===== src/rtl/ring_decoder.sv =====
// One-hot ring code receiver: decodes position, tracks rotation,
// acquires lock and counts laps and errors.
module ring_decoder #(
  parameter int WIDTH    = 4,
  parameter int LOCK_CNT = 2,
  parameter int LAP_W    = 16,
  parameter int ERR_W    = 8
) (
  input  logic                     clk,
  input  logic                     rstn,
  input  logic                     in_valid,
  input  logic [WIDTH-1:0]         ring_in,
  output logic [$clog2(WIDTH)-1:0] idx,
  output logic                     idx_valid,
  output logic                     onehot_err,
  output logic                     seq_err,
  output logic                     locked,
  output logic [LAP_W-1:0]         lap_cnt,
  output logic [ERR_W-1:0]         err_cnt
);

  localparam int IW = $clog2(WIDTH);
  localparam int GW = $clog2(LOCK_CNT + 1);

  typedef enum logic {HUNT, LOCKED} state_t;

  state_t          state, state_n;
  logic [IW-1:0]   ref_idx, ref_idx_n;
  logic            ref_ok, ref_ok_n;
  logic [GW-1:0]   good_run, good_run_n;
  logic [IW-1:0]   idx_n;
  logic            idx_valid_n;
  logic            onehot_err_n;
  logic            seq_err_n;
  logic [LAP_W-1:0] lap_cnt_n;
  logic [ERR_W-1:0] err_cnt_n;

  logic            onehot;
  logic [IW-1:0]   dec;
  logic [IW-1:0]   exp_idx;
  logic            match;
  logic [ERR_W-1:0] err_inc;

  assign onehot = (ring_in != '0) &&
                  ((ring_in & (ring_in - WIDTH'(1))) == '0);

  always_comb begin
    dec = '0;
    for (int i = 0; i < WIDTH; i++)
      if (ring_in[i]) dec = IW'(WIDTH - 1 - i);
  end

  // explicit wrap so non-power-of-two widths rotate correctly
  assign exp_idx = (ref_idx == IW'(WIDTH - 1)) ? '0
                 : ref_idx + IW'(1);
  assign match   = ref_ok && (dec == exp_idx);
  assign err_inc = (err_cnt == '1) ? err_cnt
                 : err_cnt + ERR_W'(1);

  always_comb begin
    state_n      = state;
    ref_idx_n    = ref_idx;
    ref_ok_n     = ref_ok;
    good_run_n   = good_run;
    idx_n        = idx;
    idx_valid_n  = 1'b0;
    onehot_err_n = 1'b0;
    seq_err_n    = 1'b0;
    lap_cnt_n    = lap_cnt;
    err_cnt_n    = err_cnt;
    if (in_valid && !onehot) begin
      onehot_err_n = 1'b1;
      err_cnt_n    = err_inc;
      ref_ok_n     = 1'b0;
      good_run_n   = '0;
      state_n      = HUNT;
    end else if (in_valid) begin
      idx_n       = dec;
      idx_valid_n = 1'b1;
      ref_idx_n   = dec;
      ref_ok_n    = 1'b1;
      unique case (state)
        HUNT: begin
          if (match) begin
            if ((good_run + GW'(1)) == GW'(LOCK_CNT)) begin
              state_n    = LOCKED;
              good_run_n = '0;
            end else begin
              good_run_n = good_run + GW'(1);
            end
          end else begin
            good_run_n = '0;
          end
        end
        LOCKED: begin
          if (match) begin
            if (ref_idx == IW'(WIDTH - 1))
              lap_cnt_n = lap_cnt + LAP_W'(1);
          end else begin
            seq_err_n  = 1'b1;
            err_cnt_n  = err_inc;
            state_n    = HUNT;
            good_run_n = '0;
          end
        end
        default: state_n = HUNT;
      endcase
    end
  end

  always_ff @(posedge clk) begin
    if (!rstn) begin
      state      <= HUNT;
      ref_idx    <= '0;
      ref_ok     <= 1'b0;
      good_run   <= '0;
      idx        <= '0;
      idx_valid  <= 1'b0;
      onehot_err <= 1'b0;
      seq_err    <= 1'b0;
      lap_cnt    <= '0;
      err_cnt    <= '0;
    end else begin
      state      <= state_n;
      ref_idx    <= ref_idx_n;
      ref_ok     <= ref_ok_n;
      good_run   <= good_run_n;
      idx        <= idx_n;
      idx_valid  <= idx_valid_n;
      onehot_err <= onehot_err_n;
      seq_err    <= seq_err_n;
      lap_cnt    <= lap_cnt_n;
      err_cnt    <= err_cnt_n;
    end
  end

  assign locked = (state == LOCKED);

endmodule

===== config.mk =====
export PLATFORM = sky130hd
export DESIGN_NAME = ring_decoder
export DESIGN_NICKNAME = d
export VERILOG_FILES = /design/src/rtl/ring_decoder.sv
export SDC_FILE = /design/constraint.sdc
export NUM_CORES = 1
export LEC_CHECK = 0
export CORE_ASPECT_RATIO = 0.6
export CORE_MARGIN = 1
export CORE_UTILIZATION = 45
export DETAILED_ROUTE_END_ITERATION = 7
export PLACE_DENSITY = 0.7
export RECOVER_POWER = 100
export SKIP_LAST_GASP = 1
export SLEW_MARGIN = 40
export SYNTH_ARGS = -nofsm -noshare
export SYNTH_HDL_FRONTEND = slang
export SYNTH_SLANG_ARGS = --single-unit

===== constraint.sdc =====
create_clock -name clk -period 4.2 [get_ports clk]
set_clock_uncertainty 0.05 [all_clocks]
set_input_delay 0.84 -clock clk [delete_from_list [all_inputs] [get_ports clk]]
set_output_delay 0.84 -clock clk [all_outputs]
set_load 0.1 [all_outputs]

==> flow_metrics.env <==
export IMPL_port_buffers=36
export IMPL_hold_path_class="reg2reg"
export IMPL_power_share_combinational_pct=14.2
export IMPL_cts_tree="yes"
export IMPL_slew_headroom_pct=22.5
export IMPL_hold_violations=0
export IMPL_synth_edf_count=0
export IMPL_critPathMaxFanout=28
export IMPL_ys_types=48
export IMPL_ant_nets=0
export IMPL_cts_root_buf="clkbuf_8"
export IMPL_powerDensity_nw_per_um2=291
export IMPL_synth_top_cell_area_share_pct=32.9
export IMPL_cp_slowest_cell="o211ai_2"
export IMPL_switching_share_pct=28.6
export IMPL_design_die_area_sq_um=4740
export IMPL_fmax_ghz=0.303
export IMPL_drt_iter0_markers=129
export IMPL_grt_max_degree=29
export IMPL_synth_common_cells="nand2_1 (41), dfxtp_1 (33), nand2b_1 (19)"
export IMPL_ys_flop_type="dfxtp_1"
export IMPL_dr_wl_met2_um=1770
export IMPL_crit_arrival_ns=3.41
export IMPL_yosys_area_top_type="dfxtp_1"
export IMPL_dp_hpwl_um=3220
export IMPL_synth_fa_ha_area_share_pct=1.87
export IMPL_drv_cap=0
export IMPL_crit_type="in2reg"
export IMPL_syn_cell_area_sq_um=2010
export IMPL_die_x_um=88.2
export IMPL_clkTransAtPathRegs_ns=0.07
export IMPL_antenna_found_initial=0
export IMPL_synth_area_per_cell_sq_um=8.23
export IMPL_post_cts_resized=0
export IMPL_yosysMostFrequentCell="nand2_1"
export IMPL_setup_viol=0
export IMPL_vias_per_cell=5.57
export IMPL_synthSimpleGateAreaFrac_pct=30.2
export IMPL_wl_met1_um=2510
export IMPL_fin_nets=287
export IMPL_post_cts_buffers=0
export IMPL_grt_pass1_wl_um=7510
export IMPL_firstDrtPassIters=4
export IMPL_core_area_sq_um=4190
export IMPL_tightest_slew_ns=1.17
export IMPL_seq_area_frac_synth_pct=32.9
export IMPL_max_stage_delay_ns=0.87
export IMPL_grt_pass1_vias=1548
export IMPL_numCtsBuffers=5
export IMPL_status="finished clean"
export IMPL_synth_top_family_by_area="simple AND/OR/NAND/NOR gates"
export IMPL_ys_ff_latch=33
export IMPL_synth_area_top_cells="dfxtp_1 (33%), nand2_1 (7.7%), mux2i_1 (7.0%)"
export IMPL_synthCells=244
export IMPL_initial_core_util_pct=47.9
export IMPL_clk_latency_ns=0.29
export IMPL_period_minus_slack_ns=3.30
export IMPL_end_kind="flop"
export IMPL_drt_wirelength_per_cell_um=13.4
export IMPL_clock_sinks=33
export IMPL_drive_gt1_share_pct=6.50
export IMPL_io_pins=37
export IMPL_drt_wl_total_um=4500
export IMPL_timing_hold_ws_ns=0.395
export IMPL_p_switching_mw=0.189
export IMPL_synth_compound_area_share_pct=21.7
export IMPL_ctsHoldBuffers=0
export IMPL_fin_crit_sh_pct=78.5
export IMPL_p_leak_nw=0.756
export IMPL_htree_levels=2
export IMPL_clock_path_buffers=2
export IMPL_cp_required_ns=4.32
export IMPL_remaining_drc_errors=0
export IMPL_placementRows=18
export IMPL_async_reset_ff_share_pct=0
export IMPL_rsz0062_at_grt="false"
export IMPL_top_layer="met4"
export IMPL_area_delta_synth_final_pct=13.1
export IMPL_critPathLaunchType="primary input"
export IMPL_cp_cell_sequence="dlygate4sd3_1, nor2_1, o311a_1, o211ai_2, nor3_1, mux2i_1"
export IMPL_pwr_share_clk_pct=37.1
export IMPL_ir_worst_vdd_uv=163
export IMPL_synth_area_mux_share_pct=6.98
export IMPL_grt_ovfl_total=0
export IMPL_fin_util_pct=54.2
export IMPL_n_antenna_cell=0
export IMPL_grt_use_total_pct=20.9
export IMPL_vias=1877
export IMPL_place_gp_congestion=0.844
export IMPL_drv_slew=0
export IMPL_synth_xor_area_share_pct=0.872
export IMPL_finalPower_mw=0.661
export IMPL_p_seq_share_pct=48.7
export IMPL_intPower_mw=0.471
export IMPL_die_height_um=53.7
export IMPL_synth_fp_nets=254
export IMPL_setup_tns_ns=0
export IMPL_wl_met3_um=193
export IMPL_ys_warnings_count=0
## state kept, by name, indices dropped and copies added, names as in the netlist
register and count:
ref_idx 2, good_run 2, onehot_err 1, lap_cnt 16
idx_valid 1, locked 1, ref_ok 1, seq_err 1
err_cnt 8
## layout make-up
class / count / area [sq um]
well taps: 60 / 75.1
clock buffers: 7 / 86.3
repair buffers: 39 / 195
fillers: 420 / 1920
multi-input cells: 188 / 1220
inverters: 10 / 37.5
flip-flops and latches: 33 / 661
## metrics by stage
stage               std cells  cell area [sq um]  setup WS [ns]
finish                    337               2270          0.904
global route              337               2270          0.611
CTS                       337               2330           1.29
detailed placement        330               2240          0.993
global placement          330               2390           1.03
floorplan                 244               2010           1.52
## path summary, 6_finish.rpt
path / depth (start not counted) / from / slack [ns] / to
hold reg to reg: 2 / good_run[1] / 0.39 / good_run[1]
setup reg to reg: 6 / ref_idx[0] / 1.77 / lap_cnt[15]
setup / recovery: 6 / ring_in[1] / 0.90 / lap_cnt[1]
hold / removal: 2 / good_run[1] / 0.39 / good_run[1]
## layout by cell type (no fill, tap or decap), drive strengths merged, types with 3 or more instances in the layout
| cell | Yosys | routed |
|---|---|---|
| a211oi | 6 | 6 |
| a21oi | 5 | 5 |
| and3 | 4 | 4 |
| buf | 6 | 3 |
| clkbuf | 7 | 37 |
| clkdlybuf4s50 | 0 | 4 |
| dfxtp | 33 | 33 |
| ha | 3 | 3 |
| inv | 10 | 10 |
| mux2i | 14 | 14 |
| nand2 | 42 | 42 |
| nand2b | 19 | 19 |
| nand3 | 14 | 14 |
| nand4 | 5 | 5 |
| nor2 | 11 | 11 |
| nor2b | 3 | 3 |
| nor3 | 4 | 4 |
| nor4 | 8 | 8 |
| o21ai | 10 | 10 |
| o311ai | 9 | 9 |
| o41ai | 8 | 8 |
## power by group through the flow
stage	clock network, mW	logic (mW)	registers, mW
final	0.245	0.0936	0.322
after detailed placement	0	0.0963	0.329
after global placement	0	0.0983	0.329
after floorplan	0	0.0521	0.354
after CTS	0.251	0.0967	0.322
after global routing	0.264	0.102	0.322
## kinds of logic (layout without fill, tap and decap cells)
family / after synthesis / after routing
and+or+nand+nor: 115 / 115
muxes: 14 / 14
xor gates and xnor gates: 2 / 2
buffers and inverters: 23 / 56
adders and majority gates: 3 / 3
DFF: 33 / 33
AOI/OAI and AO/OA: 54 / 54
## worst max-delay path, delay by kind of cell
kind	cells	cell delay [ns]
AO/OA/AOI/OAI	2	1.22
buffers and inverters	1	0.78
AND/OR/NAND/NOR	2	0.40
multiplexers	1	0.17
## per-layer routing
layer	global-route usage (%)	vias to the layer above
li1	-	966
met1	32.1	859
met2	27.7	47
met3	5.67	5
met4	6.18	0
met5	0	-
Note: power is estimated with default switching activity, not from simulation.
